===== src/rtl/lbm_pkg.sv =====
// Shared constants and types for the D2Q9 lid-driven-cavity sweep scheduler:
// lattice defaults, direction encoding, velocity vectors and FSM state codes.
package lbm_pkg;

   localparam int LBM_NX      = 16;
   localparam int LBM_NY      = 16;
   localparam int LBM_ADDR_W2 = $clog2(LBM_NX * LBM_NY) + 1;
   localparam int NUM_DIRS    = 9;

   localparam logic [LBM_ADDR_W2-1:0] INVALID_ADDR = '1;

   typedef enum logic [3:0] {
      DIR_REST = 4'd0,
      DIR_E    = 4'd1,
      DIR_N    = 4'd2,
      DIR_W    = 4'd3,
      DIR_S    = 4'd4,
      DIR_NE   = 4'd5,
      DIR_NW   = 4'd6,
      DIR_SW   = 4'd7,
      DIR_SE   = 4'd8
   } dir_t;

   // Lattice velocity components indexed by dir_t (2'b11 == -1).
   localparam logic signed [1:0] CX [NUM_DIRS] =
      '{2'b00, 2'b01, 2'b00, 2'b11, 2'b00, 2'b01, 2'b11, 2'b11, 2'b01};
   localparam logic signed [1:0] CY [NUM_DIRS] =
      '{2'b00, 2'b00, 2'b01, 2'b00, 2'b11, 2'b01, 2'b01, 2'b11, 2'b11};

   typedef logic [2:0] sched_state_t;
   localparam sched_state_t ST_IDLE     = 3'd0;
   localparam sched_state_t ST_ISSUE    = 3'd1;
   localparam sched_state_t ST_WAIT     = 3'd2;
   localparam sched_state_t ST_STEP_END = 3'd3;
   localparam sched_state_t ST_FINISH   = 3'd4;

endpackage


===== src/rtl/lbm_neighbor_addr.sv =====
// Combinational stream-target address for one lattice direction; returns
// all-ones when the neighbour lies outside the grid.
module lbm_neighbor_addr
   import lbm_pkg::*;
#(
   parameter int NX             = LBM_NX,
   parameter int NY             = LBM_NY,
   parameter int ADDRESS_WIDTH2 = $clog2(NX * NY) + 1,
   parameter int X_W            = $clog2(NX),
   parameter int Y_W            = $clog2(NY)
) (
   input  logic [X_W-1:0]            x,
   input  logic [Y_W-1:0]            y,
   input  dir_t                      dir,
   output logic [ADDRESS_WIDTH2-1:0] addr
);

   localparam logic [X_W+1:0] NX_W = (X_W + 2)'(NX);
   localparam logic [Y_W+1:0] NY_W = (Y_W + 2)'(NY);

   logic signed [1:0] cx;
   logic signed [1:0] cy;
   logic [X_W+1:0]    nx;
   logic [Y_W+1:0]    ny;
   logic              off_grid;

   // A step of -1 from 0 wraps to a value with the top bit set, so the top
   // bit doubles as the "below zero" flag.
   always_comb begin
      cx       = CX[dir];
      cy       = CY[dir];
      nx       = {2'b00, x} + {{X_W{cx[1]}}, cx};
      ny       = {2'b00, y} + {{Y_W{cy[1]}}, cy};
      off_grid = nx[X_W+1] | (nx >= NX_W) | ny[Y_W+1] | (ny >= NY_W);
      if (off_grid) begin
         addr = '1;
      end else begin
         addr = ADDRESS_WIDTH2'(ny) * ADDRESS_WIDTH2'(NX) + ADDRESS_WIDTH2'(nx);
      end
   end

endmodule


===== src/rtl/lbm_sweep_scheduler.sv =====
// Row-major lattice sweep sequencer: issues one collide/stream pass per node
// via a start/done handshake, repeated for a programmed number of time steps.
module lbm_sweep_scheduler
   import lbm_pkg::*;
#(
   parameter int NX             = LBM_NX,
   parameter int NY             = LBM_NY,
   parameter int GRID_DIM       = NX * NY,
   parameter int ADDRESS_WIDTH  = $clog2(GRID_DIM),
   parameter int ADDRESS_WIDTH2 = $clog2(GRID_DIM) + 1,
   parameter int STEP_WIDTH     = 16
) (
   input  logic                      Clk,
   input  logic                      Reset,
   input  logic                      start,
   input  logic                      abort,
   input  logic [STEP_WIDTH-1:0]     num_steps,
   input  logic                      node_done,
   output logic                      busy,
   output logic                      node_start,
   output logic [ADDRESS_WIDTH-1:0]  node_addr,
   output logic                      LID,
   output logic                      BOTTOM_WALL,
   output logic                      LEFT_WALL,
   output logic                      RIGHT_WALL,
   output logic [ADDRESS_WIDTH2-1:0] stream_addr0,
   output logic [ADDRESS_WIDTH2-1:0] stream_addr1,
   output logic [ADDRESS_WIDTH2-1:0] stream_addr2,
   output logic [ADDRESS_WIDTH2-1:0] stream_addr3,
   output logic [ADDRESS_WIDTH2-1:0] stream_addr4,
   output logic [ADDRESS_WIDTH2-1:0] stream_addr5,
   output logic [ADDRESS_WIDTH2-1:0] stream_addr6,
   output logic [ADDRESS_WIDTH2-1:0] stream_addr7,
   output logic [ADDRESS_WIDTH2-1:0] stream_addr8,
   output logic                      buf_sel,
   output logic [STEP_WIDTH-1:0]     step_count,
   output logic                      sweep_done,
   output logic                      all_done
);

   localparam int X_W = $clog2(NX);
   localparam int Y_W = $clog2(NY);
   localparam logic [X_W-1:0]           X_MAX     = X_W'(NX - 1);
   localparam logic [Y_W-1:0]           Y_MAX     = Y_W'(NY - 1);
   localparam logic [ADDRESS_WIDTH-1:0] LAST_ADDR = ADDRESS_WIDTH'(GRID_DIM - 1);

   sched_state_t          state_q, state_d;
   logic [X_W-1:0]        x_q, x_d;
   logic [Y_W-1:0]        y_q, y_d;
   logic [STEP_WIDTH-1:0] step_count_q, step_count_d;
   logic [STEP_WIDTH-1:0] num_steps_q, num_steps_d;
   logic [STEP_WIDTH-1:0] step_inc;
   logic                  buf_sel_q, buf_sel_d;
   logic                  busy_q, busy_d;
   logic                  zero_done_q, zero_done_d;
   logic                  last_node;
   logic                  row_interior;

   logic [ADDRESS_WIDTH2-1:0] stream_w [NUM_DIRS];

   assign node_addr    = ADDRESS_WIDTH'(y_q) * ADDRESS_WIDTH'(NX) + ADDRESS_WIDTH'(x_q);
   assign last_node    = (node_addr == LAST_ADDR);
   assign step_inc     = step_count_q + STEP_WIDTH'(1);
   assign row_interior = (y_q != '0) && (y_q != Y_MAX);

   always_comb begin
      state_d      = state_q;
      x_d          = x_q;
      y_d          = y_q;
      step_count_d = step_count_q;
      num_steps_d  = num_steps_q;
      buf_sel_d    = buf_sel_q;
      busy_d       = busy_q;
      zero_done_d  = 1'b0;

      case (state_q)
         ST_IDLE: begin
            if (start) begin
               if (num_steps != '0) begin
                  num_steps_d  = num_steps;
                  x_d          = '0;
                  y_d          = '0;
                  step_count_d = '0;
                  buf_sel_d    = 1'b0;
                  busy_d       = 1'b1;
                  state_d      = ST_ISSUE;
               end else begin
                  zero_done_d = 1'b1;
               end
            end
         end
         // node_done during ISSUE is deliberately not looked at.
         ST_ISSUE: state_d = ST_WAIT;
         ST_WAIT: begin
            if (node_done) begin
               if (last_node) begin
                  state_d = ST_STEP_END;
               end else begin
                  if (x_q == X_MAX) begin
                     x_d = '0;
                     y_d = y_q + Y_W'(1);
                  end else begin
                     x_d = x_q + X_W'(1);
                  end
                  state_d = ST_ISSUE;
               end
            end
         end
         ST_STEP_END: begin
            step_count_d = step_inc;
            buf_sel_d    = ~buf_sel_q;
            if (step_inc == num_steps_q) begin
               busy_d  = 1'b0;
               state_d = ST_FINISH;
            end else begin
               x_d     = '0;
               y_d     = '0;
               state_d = ST_ISSUE;
            end
         end
         ST_FINISH: state_d = ST_IDLE;
         default:   state_d = ST_IDLE;
      endcase

      // Abort wins over everything, including a coincident node_done.
      if (abort && (state_q != ST_IDLE)) begin
         state_d      = ST_IDLE;
         busy_d       = 1'b0;
         x_d          = x_q;
         y_d          = y_q;
         step_count_d = step_count_q;
         buf_sel_d    = buf_sel_q;
      end
   end

   always_ff @(posedge Clk) begin
      if (!Reset) begin
         state_q      <= ST_IDLE;
         x_q          <= '0;
         y_q          <= '0;
         step_count_q <= '0;
         buf_sel_q    <= 1'b0;
         busy_q       <= 1'b0;
         zero_done_q  <= 1'b0;
      end else begin
         state_q      <= state_d;
         x_q          <= x_d;
         y_q          <= y_d;
         step_count_q <= step_count_d;
         buf_sel_q    <= buf_sel_d;
         busy_q       <= busy_d;
         zero_done_q  <= zero_done_d;
      end
   end

   always_ff @(posedge Clk) begin
      num_steps_q <= num_steps_d;
   end

   for (genvar d = 0; d < NUM_DIRS; d++) begin : g_nb
      lbm_neighbor_addr #(
         .NX             (NX),
         .NY             (NY),
         .ADDRESS_WIDTH2 (ADDRESS_WIDTH2),
         .X_W            (X_W),
         .Y_W            (Y_W)
      ) u_nb (
         .x    (x_q),
         .y    (y_q),
         .dir  (dir_t'(d)),
         .addr (stream_w[d])
      );
   end

   assign stream_addr0 = stream_w[0];
   assign stream_addr1 = stream_w[1];
   assign stream_addr2 = stream_w[2];
   assign stream_addr3 = stream_w[3];
   assign stream_addr4 = stream_w[4];
   assign stream_addr5 = stream_w[5];
   assign stream_addr6 = stream_w[6];
   assign stream_addr7 = stream_w[7];
   assign stream_addr8 = stream_w[8];

   assign LID         = (y_q == Y_MAX);
   assign BOTTOM_WALL = (y_q == '0);
   assign LEFT_WALL   = (x_q == '0) && row_interior;
   assign RIGHT_WALL  = (x_q == X_MAX) && row_interior;

   assign busy       = busy_q;
   assign node_start = (state_q == ST_ISSUE);
   assign sweep_done = (state_q == ST_STEP_END);
   assign all_done   = (state_q == ST_FINISH) || zero_done_q;
   assign buf_sel    = buf_sel_q;
   assign step_count = step_count_q;

endmodule

===== config.mk =====
export PLATFORM = sky130hd
export DESIGN_NAME = lbm_sweep_scheduler
export DESIGN_NICKNAME = d
export VERILOG_FILES = /design/src/rtl/lbm_pkg.sv /design/src/rtl/lbm_neighbor_addr.sv /design/src/rtl/lbm_sweep_scheduler.sv
export SDC_FILE = /design/constraint.sdc
export NUM_CORES = 1
export LEC_CHECK = 0
export CAP_MARGIN = 5
export CORE_ASPECT_RATIO = 0.7
export CORE_MARGIN = 4
export CORE_UTILIZATION = 49
export CTS_CLUSTER_DIAMETER = 120
export DETAILED_ROUTE_END_ITERATION = 10
export MAX_ROUTING_LAYER = met4
export PLACE_DENSITY = 0.88
export SKIP_CTS_REPAIR_TIMING = 1
export SLEW_MARGIN = 20
export SYNTH_ARGS = -nofsm -noshare
export SYNTH_HDL_FRONTEND = slang
export SYNTH_SLANG_ARGS = --single-unit
export TNS_END_PERCENT = 30

===== constraint.sdc =====
create_clock -name Clk -period 5.4 [get_ports Clk]
set_input_delay 0.81 -clock Clk [delete_from_list [all_inputs] [get_ports Clk]]
set_output_delay 0.81 -clock Clk [all_outputs]
set_load 0.005 [all_outputs]

Yosys cells after proc, flatten, opt, wreduce, memory -nomap -nowiden
Index checks and enable logic that the tools add are counted.
- flip-flop bits (word level): 46
- input bits: 21
- word-level logic and storage cells: 125
- add/sub/neg operators: 17
- order comparisons: 6
- eq/ne operators: 16
- multiplexer cells: 37
- bitwise logic cells: 20
- reductions and logical operators: 21
- operators by type and width (kind ; count):
    9-bit two-way mux ; 9
    9-bit by 6-bit adder with 9-bit output ; 4
    4-bit two-way mux ; 9
    16-bit two-way mux ; 2
    16-bit case mux with 2 select lines ; 1
    6-bit by 5-bit greater-or-equal comparator with 1-bit output, second input constant ; 4
    4-bit case mux with 3 select lines ; 2
    8-bit by 6-bit adder with 9-bit output ; 2
    9-bit by 4-bit adder with 9-bit output ; 2
    16-bit by 1-bit adder with 16-bit output, second input constant ; 1
    16-bit equality test ; 1
    16-bit nonzero test ; 1
    1-bit bitwise OR ; 13
    5-bit by 1-bit adder with 6-bit output, second input constant ; 2
    3-bit two-way mux ; 4
    2-bit != test, second input constant ; 6
    3-bit case mux with 4 select lines ; 1
    4-bit by 1-bit adder with 5-bit output, second input constant ; 2
    4-bit by 5-bit greater-or-equal comparator with 1-bit output, second input constant ; 2
    8-bit by 4-bit adder with 9-bit output ; 1
    3-bit AND reduction ; 3
    4-bit by 1-bit adder with 4-bit output, second input constant ; 2
    8-bit by 4-bit adder with 8-bit output ; 1
    4-bit equality test, second input constant ; 2
    other kinds (23) ; 40

Longest topological paths before layout
Gate-level depths: netlist of the first run.
- depth after elaboration: 6
- depth in mapped cells: 10
- depth with buffers taken out: 9

Cells and area by module
From an unflattened synthesis of the first run, not the netlist that was laid out.
- cells, all modules: 1070
- area total of the unflattened synthesis: 8491.9 sq um
- by module, submodules not included (module ; instances ; cells an instance ; area each (sq um)):
    lbm_neighbor_addr ; 9 ; 86 ; 656.9
    lbm_sweep_scheduler ; 1 ; 296 ; 2580.0

Worst setup path before layout of the first run
Ideal clock, no wire load.
- kind: reg2out
- start: reg x_q[0]
- end: out stream_addr6[5]
- data arrival time: 1978 ps
- data required time: 4590 ps
- setup slack: 2612 ps
- stages on the path, launching flop included: 10
- path buffers: 1
- cell sequence: dfxtp_1 clkbuf_1 inv_1 ha_1 nand2_1 inv_1 ha_1 inv_1 fa_1 nand2_1
- word-level cells in the longest chain between the ends: 6
- elaborated cells between the ends (all ways): 7
- those cells by class: add/sub (2); order compare (1); mux (1); bitwise (3)
- RTL lines (item ; RTL line ; RTL):
    from (decl) ; lbm_sweep_scheduler.sv:48 ; logic [X_W-1:0] x_q, x_d;
    from (signal assigned) ; lbm_sweep_scheduler.sv:139 ; x_q <= '0;
    from (signal assigned) ; lbm_sweep_scheduler.sv:147 ; x_q <= x_d;
    5-bit by 1-bit adder with 6-bit output (*) ; lbm_neighbor_addr.sv:32 ; nx = {2'b00, x} + {{X_W{cx[1]}}, cx};
    6-bit by 5-bit greater-or-equal comparator with 1-bit output ; lbm_neighbor_addr.sv:34 ; off_grid = nx[X_W+1] | (nx >= NX_W) | ny[Y_W+1] | (ny >= NY_W);
    1-bit bitwise OR (3 in a row) ; lbm_neighbor_addr.sv:34 ;
    9-bit two-way mux (*) ; lbm_neighbor_addr.sv:35 ; if (off_grid) begin
    to (decl) ; lbm_sweep_scheduler.sv:32 ; output logic [ADDRESS_WIDTH2-1:0] stream_addr6,
Every way passes the cells marked *; elsewhere a longest branch is shown, timed or not.

Worst setup path after layout of the first run
- start: reg x_q[0]
- end: out stream_addr8[7]
- word-level cells in the longest chain between the ends: 6
- elaborated cells between the ends (all ways): 7
- those cells by class: add/sub (2); order compare (1); mux (1); bitwise (3)
- RTL lines (item ; RTL line ; RTL):
    4-bit by 1-bit adder with 5-bit output (*) ; lbm_neighbor_addr.sv:32 ;
    6-bit by 5-bit greater-or-equal comparator with 1-bit output ; lbm_neighbor_addr.sv:34 ;
    1-bit bitwise OR (3 in a row) ; lbm_neighbor_addr.sv:34 ;
    9-bit two-way mux (*) ; lbm_neighbor_addr.sv:35 ;
    to (decl) ; lbm_sweep_scheduler.sv:34 ; output logic [ADDRESS_WIDTH2-1:0] stream_addr8,
Marked as above.

==> results of run 1 <==
-- logic make-up (layout without fill, tap and decap cells) --
logic type / count (synthesis) / in the layout / synth area share (%)
AOI/OAI and AO/OA: 82 / 82 / 14.82
xor gates and xnor gates: 35 / 35 / 8.311
adders and majority gates: 21 / 21 / 7.734
buffers and inverters: 58 / 168 / 7.496
DFF: 46 / 46 / 29.31
muxes: 6 / 6 / 1.662
other: 1 / 1 / 0.1017
and+or+nand+nor: 219 / 219 / 30.56
-- cell usage in the layout (no fill, tap or decap), types with 3 or more instances in the layout --
cell	instances
ha_1	18
inv_1	23
nand4_1	8
a31oi_1	4
dfxtp_1	30
nand2_1	63
clkdlybuf4s50_1	133
nand3b_1	4
or3_1	14
nor2_1	42
o21ai_0	23
clkbuf_8	5
edfxtp_1	16
nand2b_1	10
a21oi_1	26
nand3_1	29
and4_1	4
xnor2_1	24
xor2_1	11
fa_1	3
nor2b_1	4
o31ai_1	3
mux2i_1	5
o21ai_1	3
nor3_1	8
or4_1	3
and2_1	3
nor4_1	5
-- how the worst max path moves through the flow --
stage | to | slack, ps | depth (start not counted)
final | stream_addr8[7] | 1090 | 8
after CTS | stream_addr8[7] | 1150 | 8
after detailed placement | stream_addr8[7] | 1510 | 8
after floorplan | stream_addr6[5] | 2610 | 9
after global placement | stream_addr8[7] | 1630 | 8
after global routing | stream_addr8[7] | 960 | 8
-- worst reg2reg max path: cells and delay by family, from the launching register on --
family / cells / cell delay [ps]
buffers and inverters: 1 / 230
AOI/OAI and AO/OA: 6 / 1580
and+or+nand+nor: 1 / 490
adders and majority gates: 1 / 370
DFF: 1 / 440
-- per-layer routing --
layer | track usage [%] | share of wire (%) | vias to the layer above | wire [µm]
met4 | 5.954 | 1.3 | 0 | 161
met5 | - | 0 | - | 0
met2 | 41.87 | 45 | 203 | 5488
met3 | 4.066 | 8.5 | 16 | 1036
li1 | - | - | 1853 | -
met1 | 38.65 | 45 | 1888 | 5471
-- synthesized netlist by cell type (all sizes together), types with 3 or more instances --
| master | n | area share [%] |
|---|---|---|
| nand2 | 63 | 6.4 |
| nor2 | 44 | 4.6 |
| nand3 | 31 | 4.5 |
| dfxtp | 30 | 16 |
| a21oi | 26 | 3.5 |
| o21ai | 26 | 3.5 |
| inv | 25 | 2.5 |
| xnor2 | 24 | 5.7 |
| buf | 18 | 3.4 |
| ha | 18 | 6.1 |
| edfxtp | 16 | 13 |
| clkbuf | 14 | 1.4 |
| or3 | 14 | 2.4 |
| xor2 | 11 | 2.6 |
| nand2b | 10 | 1.7 |
| nand4 | 9 | 1.7 |
| nor3 | 8 | 1.1 |
| mux2i | 5 | 1.4 |
| nor4 | 5 | 0.85 |
| a31oi | 4 | 0.68 |
| and4 | 4 | 0.95 |
| nand3b | 4 | 0.81 |
| nor2b | 4 | 0.68 |
| and2 | 3 | 0.51 |
| fa | 3 | 1.6 |
| o31ai | 3 | 0.61 |
| or2 | 3 | 0.58 |
| or3b | 3 | 0.71 |
| or4 | 3 | 0.61 |
-- sequential cells by signal, indices dropped and copies added (netlist names) --
name	cells
step_count	16
zero_done_q	1
y_q	4
busy	1
state_q	3
x_q	4
buf_sel	1
num_steps_q	16
-- cell type report --
type	instances	area (µm²)
repair buffers	134	1339
inverters	26	97.59
flip-flops and latches	46	1081
multi-input cells	364	2331
fillers	551	2258
clock inverters	3	21.27
clock buffers	5	68.82
well taps	98	122.6
-- power breakdown --
part	leakage, nW	internal [W]	switching [W]	total, W
registers	0.395	0.000375	0.0000120	0.000387
logic	1.45	0.0000528	0.0000675	0.000120
clock network	0.0441	0.0000912	0.000128	0.000219
-- metrics by stage --
step | utilization [%] | worst slack (ps)
3_5_place_dp | 67.91 | 1506
5_1_grt | 69.15 | 961.2
2_1_floorplan | - | 2612
3_3_place_gp | 67.91 | 1629
4_1_cts | 69.15 | 1152
6_report | 69.15 | 1092
==> run summary, run 1 <==
Outcome: finished, final reports clean
Max-cap violations: 0
Ports: 135
Peak supply drop: 0.1417 mV
Crit share post-route: 79.79%
Lkg Pwr: 1.891 nW
Final GP Congestion: 0.9014
Clk buf depth: 2
Residual overflow from global routing: 0
Top_reg_cell synth: dfxtp_1
CP startpoint kind: register
Nets@finish: 619
Post-route cell area: 5061 µm²
Vias: 3,960
Final ANT Viol Nets: 0
Layout area overhead: 37.21%
R2r endpoint: y_q[3]$_SDFFE_PN0P_
Slew Viols, Final: 0
Die H: 80.59 µm
Pre-antenna DRT Iters: 5
Hold/Removal Path Class: reg2reg
Hold Crit Depth: 2
Reg-to-reg setup timing slack: 2160 ps
Slew Limit Headroom: 46.81%
TNS Setup: 0 ps
Residual DRC: 0
CTS tree: yes
Core ar.: 7320 µm²
Initial DRC count: 351
Mapped Area: 3689 µm²
CP Data Required Time: 4590 ps
Hold path startpoint: busy$_SDFFE_PP0P_
EDFF count, synth: 16
Layout cell share with drive strength beyond 1: 5.017%
Worst Path Max Fanout: 19
Slew @ Worst Pin: 796.8 ps
Clock sink count: 46
Global-route wire length before repair: 19,610 µm
Post-synth cell types: 71
Worst skew pair latency: 310 ps
Clock-pin slew on the worst setup and hold paths: 90 ps
Crit path max-delay family: simple AND/OR/NAND/NOR gates
Vias in the first global route: 3,756
Share of synthesized registers carrying an async set or reset: 0%
HPWL Detailed: 9378 µm
Unrepaired setup endpoints after global routing: false
Row count: 26
Synth Register Bits: 46
CP arrival: 3500 ps
Non-Filler Instances: 676
Hold Vio Cnt, Final: 0
Final setup vio count: 0
Root Buffer: clkbuf_8
FF-to-FF path depth: 9
Overall power: 0.0007269 W
Fmax: 232.1 MHz
Die width: 111.7 µm
Warnings, synthesis: 0
Most used cell, CP: ha_1
Post-Place Cells: 668
Worst reg2reg path startpoint: y_q[0]$_SDFFE_PN0P_
Placed inst area: 4971 µm²
Vias per inst: 5.858
Final Skew: 18.63 ps
DR WL/cell: 17.98 µm
CP cell instances: ha_1 -> nand3_2 -> inv_2 -> ha_1 -> or3b_2 -> xnor2_1 -> nand3_1 -> clkdlybuf4s50_1
GRT Resource Usage Total: 27.42%
Synth Net Count: 510
Largest net degree at the start of global routing: 22
Worst Path Buf+Inv: 2
PortBufs: 133
Initial antenna violation count: 0
Hold endpoint: busy$_SDFFE_PP0P_
Synthesized area per cell: 7.881 µm²
Die area: 9002 µm²
P per Cell Area: 143.6 nW/µm²
Clock H-tree levels: 2
Post-Route WL: 12,160 µm
Final hold slack: 491.9 ps
Sequential element share of the synthesized area: 29.31%
CP startpoint: x_q[0]$_SDFFE_PN0P_
Ant. Diodes: 0
Slowest CP cell: dfxtp_1
Cts bufs inserted: 5
Post-synthesis instance total: 468
Post-route minimum period: 4308 ps
Crit-path max cell delay: 590 ps
WS Path Type: reg2out
Initial Util: 50.39%
CP Capture Type: output pin
(Power assumes the default switching activity.)
==> run 2: changes to the inputs <==
--- a/config.mk
+++ b/config.mk
@@ -8,11 +8,11 @@
 export CAP_MARGIN = 5
 export CORE_ASPECT_RATIO = 0.7
 export CORE_MARGIN = 4
-export CORE_UTILIZATION = 49
+export CORE_UTILIZATION = 41
 export CTS_CLUSTER_DIAMETER = 120
 export DETAILED_ROUTE_END_ITERATION = 10
 export MAX_ROUTING_LAYER = met4
-export PLACE_DENSITY = 0.88
+export PLACE_DENSITY = 0.79
 export SKIP_CTS_REPAIR_TIMING = 1
 export SLEW_MARGIN = 20
 export SYNTH_ARGS = -nofsm -noshare
==> constraint.sdc (replaced) <==
create_clock -name Clk -period 3.7 [get_ports Clk]
set_input_delay 0.555 -clock Clk [delete_from_list [all_inputs] [get_ports Clk]]
set_output_delay 0.555 -clock Clk [all_outputs]
set_load 0.005 [all_outputs]
==> run summary, run 2 (same netlist as run 1, synthesis figures left out) <==
Outcome: finished, final reports clean
Reg-to-reg setup timing slack: 830 ps (-1330 ps)
GRT Resource Usage Total: 24.34% (-3.1 points)
Ports: 135 (unchanged)
Root Buffer: clkbuf_16
Clk buf depth: 2 (unchanged)
Core ar.: 8618 µm² (+18%)
Clock H-tree levels: 2 (unchanged)
Post-route minimum period: 3532 ps
Ant. Diodes: 0 (unchanged)
Die H: 87.36 µm (+8.4%)
Layout area overhead: 41.35%
HPWL Detailed: 9762 µm (+4.1%)
Clock sink count: 46 (unchanged)
Die area: 10,600 µm² (+18%)
Worst reg2reg path startpoint: step_count[0]$_SDFFE_PN0P_
Overall power: 0.001259 W (+73%)
CP cell instances: ha_1 -> nand3_2 -> inv_2 -> ha_1 -> or3b_2 -> xnor2_1 -> nand3_1 -> clkdlybuf4s50_1
CP Capture Type: output pin
Commonest non-fill, non-tap cell in the layout: clkdlybuf4s50_1
Layout cell share with drive strength beyond 1: 6.336% (+1.3 points)
Initial DRC count: 368 (+4.8%)
CP startpoint kind: register
PortBufs: 133 (unchanged)
Nets@finish: 625 (+0.97%)
Vias per inst: 5.543 (-5.4%)
DR WL/cell: 18.04 µm (+0.34%)
Post-Route WL: 12,700 µm (+4.5%)
Slowest CP cell: dfxtp_1
Placed inst area: 5044 µm² (+1.5%)
Initial antenna violation count: 0 (unchanged)
Clock-pin slew on the worst setup and hold paths: 60 ps (-30 ps)
Most used cell, CP: ha_1
Vias: 3,902 (-1.5%)
Max-cap violations: 0 (unchanged)
Worst Path Max Fanout: 13 (-6)
Final Skew: 6.497 ps (-12.13 ps)
Slew Limit Headroom: 56.35% (+9.5 points)
TNS Setup: 0 ps (unchanged)
Slew Viols, Final: 0 (unchanged)
Residual overflow from global routing: 0 (unchanged)
CTS tree: yes
Fillcell total: 737 (+34%)
Peak supply drop: 0.1801 mV (+27%)
Cts bufs inserted: 5 (unchanged)
Global-route wire length before repair: 20,090 µm (+2.5%)
Crit-path max cell delay: 580 ps (about the same)
CP arrival: 2980 ps (-520 ps)
Initial Util: 42.80% (-7.6 points)
Die width: 121.4 µm (+8.7%)
Row count: 28 (+7.7%)
R2r endpoint: y_q[0]$_SDFFE_PN0P_
Residual DRC: 0 (unchanged)
Dpl ws: 497.9 ps (-1008 ps)
Crit share post-route: 95.47%
Hold path startpoint: busy$_SDFFE_PP0P_
Hold Crit Depth: 2 (unchanged)
Post-route cell area: 5214 µm² (+3.0%)
Hold Vio Cnt, Final: 0 (unchanged)
Commonest cells after routing, fill and taps aside: 133 x clkdlybuf4s50_1, 63 x nand2_1, 42 x nor2_1, 29 x nand3_1, 29 x dfxtp_1
WS Path Type: reg2out
Unrepaired setup endpoints after global routing: false
Pre-antenna DRT Iters: 5 (unchanged)
Fmax: 283.1 MHz
Hold endpoint: busy$_SDFFE_PP0P_
Vias in the first global route: 3,734 (-0.59%)
P per Cell Area: 241.4 nW/µm² (+68%)
Slew @ Worst Pin: 650.0 ps (-146.8 ps)
Final setup margin: 167.6 ps (-924.0 ps)
Final setup vio count: 0 (unchanged)
Worst skew pair latency: 290 ps (-20 ps)
Lkg Pwr: 1.961 nW (+3.7%)
Final GP Congestion: 0.9317 (+3.4%)
FF-to-FF path depth: 8 (-1)
CP Data Required Time: 3140 ps (-1450 ps)
Largest net degree at the start of global routing: 20 (-9.1%)
Hold/Removal Path Class: reg2reg
Final ANT Viol Nets: 0 (unchanged)
run 2: cell types whose count changed in the layout (fill, tap and decap cells not counted), sizes merged:
cell / previous run / this run
buf: 1 / 7
bufinv: 0 / 1
clkinv: 3 / 2
clkinvlp: 1 / 0
inv: 25 / 26
run 2: layer usage:
metal  vias up  global-route usage, %  routed length, µm  part of all wire (%)
li1       1863                      -                  -                     -
met5         -                      -                  0                     0
met4         0                  4.578                113                  0.89
met2       160                  36.49               5698                    45
met3        17                  4.351                915                   7.2
met1      1862                  34.63               5975                    47
run 2: worst max path at each step:
stage / cells after the start / startpoint / end / slack (ps)
2_1_floorplan: 9 / x_q[0]$_SDFFE_PN0P_ / stream_addr6[5] / 1170
3_3_place_gp: 9 / y_q[1]$_SDFFE_PN0P_ / stream_addr7[7] / 570
3_5_place_dp: 9 / y_q[1]$_SDFFE_PN0P_ / stream_addr7[7] / 500
4_1_cts: 9 / y_q[1]$_SDFFE_PN0P_ / stream_addr7[7] / 180
5_1_grt: 8 / x_q[0]$_SDFFE_PN0P_ / stream_addr8[7] / 20
6_report: 8 / x_q[0]$_SDFFE_PN0P_ / stream_addr8[7] / 170
run 2: layout make-up:
type | count | area (µm²) | area share [%]
multi-input cells | 364 | 2331 | 44.71
repair buffers | 140 | 1384 | 26.54
flip-flops and latches | 46 | 1082 | 20.76
well taps | 120 | 150.1 | 2.880
clock buffers | 5 | 125.1 | 2.400
inverters | 26 | 97.59 | 1.872
clock inverters | 3 | 43.79 | 0.8399
run 2: metrics by stage:
stage               utilization (%)  std cells  hold WS [ps]
finish                        60.50        704         487.1
global route                  60.50        704         510.0
CTS                           60.48        704         486.3
detailed placement            58.52        696         469.2
global placement              58.52        696         469.2
floorplan                         -        468         466.0
run 2: power by group:
part           switching (W)  internal (W)  total, W
Combinational      0.0000962     0.0000773  0.000174
Clock               0.000199      0.000320  0.000519
Sequential         0.0000180      0.000548  0.000566
Total               0.000313      0.000946   0.00126
run 2: worst max-delay path, delay by kind of cell, from the launching register on:
kind	cells	cell delay, ps
XOR/XNOR	1	140
buffers and inverters	2	680
flip-flops	1	580
adder cells (fa/ha/maj)	2	590
AND/OR/NAND/NOR	3	700
==> run 3: changes to the inputs <==
--- a/config.mk
+++ b/config.mk
@@ -7,7 +7,6 @@
 export LEC_CHECK = 0
 export CAP_MARGIN = 5
 export CORE_ASPECT_RATIO = 0.7
-export CORE_MARGIN = 4
 export CORE_UTILIZATION = 41
 export CTS_CLUSTER_DIAMETER = 120
 export DETAILED_ROUTE_END_ITERATION = 10
==> run summary, run 3 (same netlist as run 1, synthesis figures left out) <==
Nets@finish: 626 (+0.16%)
Most used cell, CP: inv_1
Final setup margin: 181.8 ps (+14.30 ps)
Die H: 81.36 µm (-6.9%)
Worst reg2reg path startpoint: step_count[0]$_SDFFE_PN0P_
Clock-pin slew on the worst setup and hold paths: 70 ps (about the same)
Worst Path Max Fanout: 13 (unchanged)
Vias: 3,992 (+2.3%)
Hold endpoint: busy$_SDFFE_PP0P_
Lkg Pwr: 1.956 nW (-0.27%)
Layout area overhead: 41.08%
GRT Resource Usage Total: 27.31% (+3.0 points)
Clock H-tree levels: 2 (unchanged)
Final Skew: 9.936 ps (+3.439 ps)
CP Capture Type: output pin
Hold Crit Depth: 2 (unchanged)
Seq pwr share: 47.1% (+2.1 points)
CP cell instances: inv_1 -> ha_1 -> nand2_1 -> inv_1 -> ha_1 -> inv_1 -> fa_1 -> o31ai_1 -> clkdlybuf4s50_1
Crit share post-route: 95.09% (-0.39 points)
Post-route minimum period: 3518 ps (-14.29 ps)
Residual DRC: 0 (unchanged)
Layout cell share with drive strength beyond 1: 6.496% (+0.16 points)
CTS tree: yes
Cell-internal power: 0.0008806 W (-6.9%)
Slew Viols, Final: 0 (unchanged)
Row count: 28 (unchanged)
Largest net degree at the start of global routing: 20 (unchanged)
Crit-path max cell delay: 540 ps (-40 ps)
Slew Limit Headroom: 52.30% (-4.0 points)
R2r endpoint: y_q[0]$_SDFFE_PN0P_
Unrepaired setup endpoints after global routing: false
Hold path startpoint: busy$_SDFFE_PP0P_
Fmax: 284.2 MHz (+0.41%)
Final ANT Viol Nets: 0 (unchanged)
Vias in the first global route: 3,624 (-2.9%)
CP Data Required Time: 3140 ps (about the same)
Non-Filler Instances: 705 (+0.14%)
Residual overflow from global routing: 0 (unchanged)
Die area: 9386 µm² (-11%)
Core ar.: 8583 µm² (-0.41%)
Psw: 0.0003226 W (+3.0%)
Slew @ Worst Pin: 710.3 ps (+60.32 ps)
Vias per inst: 5.662 (+2.2%)
Pre-antenna DRT Iters: 5 (unchanged)
FF-to-FF path depth: 8 (unchanged)
Clk buf depth: 2 (unchanged)
Overall power: 0.001203 W (-4.4%)
Commonest non-fill, non-tap cell in the layout: clkdlybuf4s50_1
Clock sink count: 46 (unchanged)
Commonest cells after routing, fill and taps aside: 133 x clkdlybuf4s50_1, 63 x nand2_1, 42 x nor2_1, 29 x nand3_1, 29 x dfxtp_1
HPWL Detailed: 9499 µm (-2.7%)
Max-cap violations: 0 (unchanged)
Cts bufs inserted: 5 (unchanged)
Crit path max-delay family: buffers and inverters
Outcome: finished, final reports clean
WS Path Type: reg2out
Slowest CP cell: clkdlybuf4s50_1
Final setup vio count: 0 (unchanged)
Post-Route WL: 12,340 µm (-2.8%)
DR WL/cell: 17.51 µm (-3.0%)
Ant. Diodes: 0 (unchanged)
Ports: 135 (unchanged)
Hold/Removal Path Class: reg2reg
Root Buffer: clkbuf_16
Post-Place Cells: 697 (+0.14%)
Clock share of power: 38.0% (-3.2 points)
Sw Share: 26.81% (+1.9 points)
P per Cell Area: 231.2 nW/µm² (-4.2%)
Final GP Congestion: 1.009 (+8.3%)
TNS Setup: 0 ps (unchanged)
Peak supply drop: 0.2038 mV (+13%)
Layout Utilization: 60.63% (+0.13 points)
Dpl ws: 366.7 ps (-131.3 ps)
Initial antenna violation count: 0 (unchanged)
PortBufs: 133 (unchanged)
Worst Path Buf+Inv: 4 (+2)
Global-route wire length before repair: 19,140 µm (-4.7%)
Comb power frac: 14.9% (+1.1 points)
Die width: 115.4 µm (-4.9%)
CP startpoint kind: register
Reg-to-reg setup timing slack: 730 ps (-100 ps)
Initial DRC count: 503 (+37%)
Initial Util: 42.97% (+0.17 points)
CP arrival: 2960 ps (-20 ps)
Hold Vio Cnt, Final: 0 (unchanged)
Worst skew pair latency: 290 ps (about the same)
[run 3: cell types whose count changed in the layout (fill, tap and decap cells not counted), sizes merged]
cell    before  now
buf          7    8
inv         26   27
bufinv       1    0
[run 3: per-layer routing]
metal | share of wire, % | track usage [%] | vias up
met1 | 48 | 39.27 | 1907
li1 | - | - | 1866
met5 | 0 | - | -
met3 | 7.2 | 3.507 | 13
met2 | 44 | 40.66 | 206
met4 | 0.84 | 5.714 | 0
[run 3: layout make-up]
class / count / area [µm²]
clock buffers: 5 / 125.1
fillers: 749 / 3379
repair buffers: 141 / 1391
flip-flops and latches: 46 / 1082
well taps: 120 / 150.1
inverters: 26 / 97.59
multi-input cells: 364 / 2333
clock inverters: 3 / 23.77
[run 3: worst min-delay path: stages (launching register included)]
cell and delay [ps]:
dfxtp_1 310, nand2b_1 80, a21oi_1 70
[run 3: worst max path at each step]
stage	slack, ps	startpoint	cells past startpoint	to
final	180	x_q[0]$_SDFFE_PN0P_	9	stream_addr6[8]
after global routing	30	x_q[0]$_SDFFE_PN0P_	8	stream_addr8[7]
after CTS	40	y_q[0]$_SDFFE_PN0P_	9	stream_addr7[7]
after detailed placement	370	y_q[0]$_SDFFE_PN0P_	9	stream_addr7[7]
after global placement	530	y_q[0]$_SDFFE_PN0P_	9	stream_addr7[7]
after floorplan	1170	x_q[0]$_SDFFE_PN0P_	9	stream_addr6[5]
[run 3: through the flow]
stage	hold WS, ps	cell area, µm²
2_1_floorplan	466.0	3689
3_5_place_dp	484.4	5051
4_1_cts	495.8	5200
5_1_grt	524.3	5204
3_3_place_gp	475.9	5051
6_report	502.3	5204
[run 3: power by group through the flow]
| stage | clock network (W) | logic [W] | registers, W |
|---|---|---|---|
| floorplan | 0 | 0.000107 | 0.000570 |
| global placement | 0 | 0.000167 | 0.000576 |
| detailed placement | 0 | 0.000175 | 0.000577 |
| CTS | 0.000462 | 0.000177 | 0.000566 |
| global route | 0.000485 | 0.000191 | 0.000568 |
| finish | 0.000457 | 0.000179 | 0.000567 |
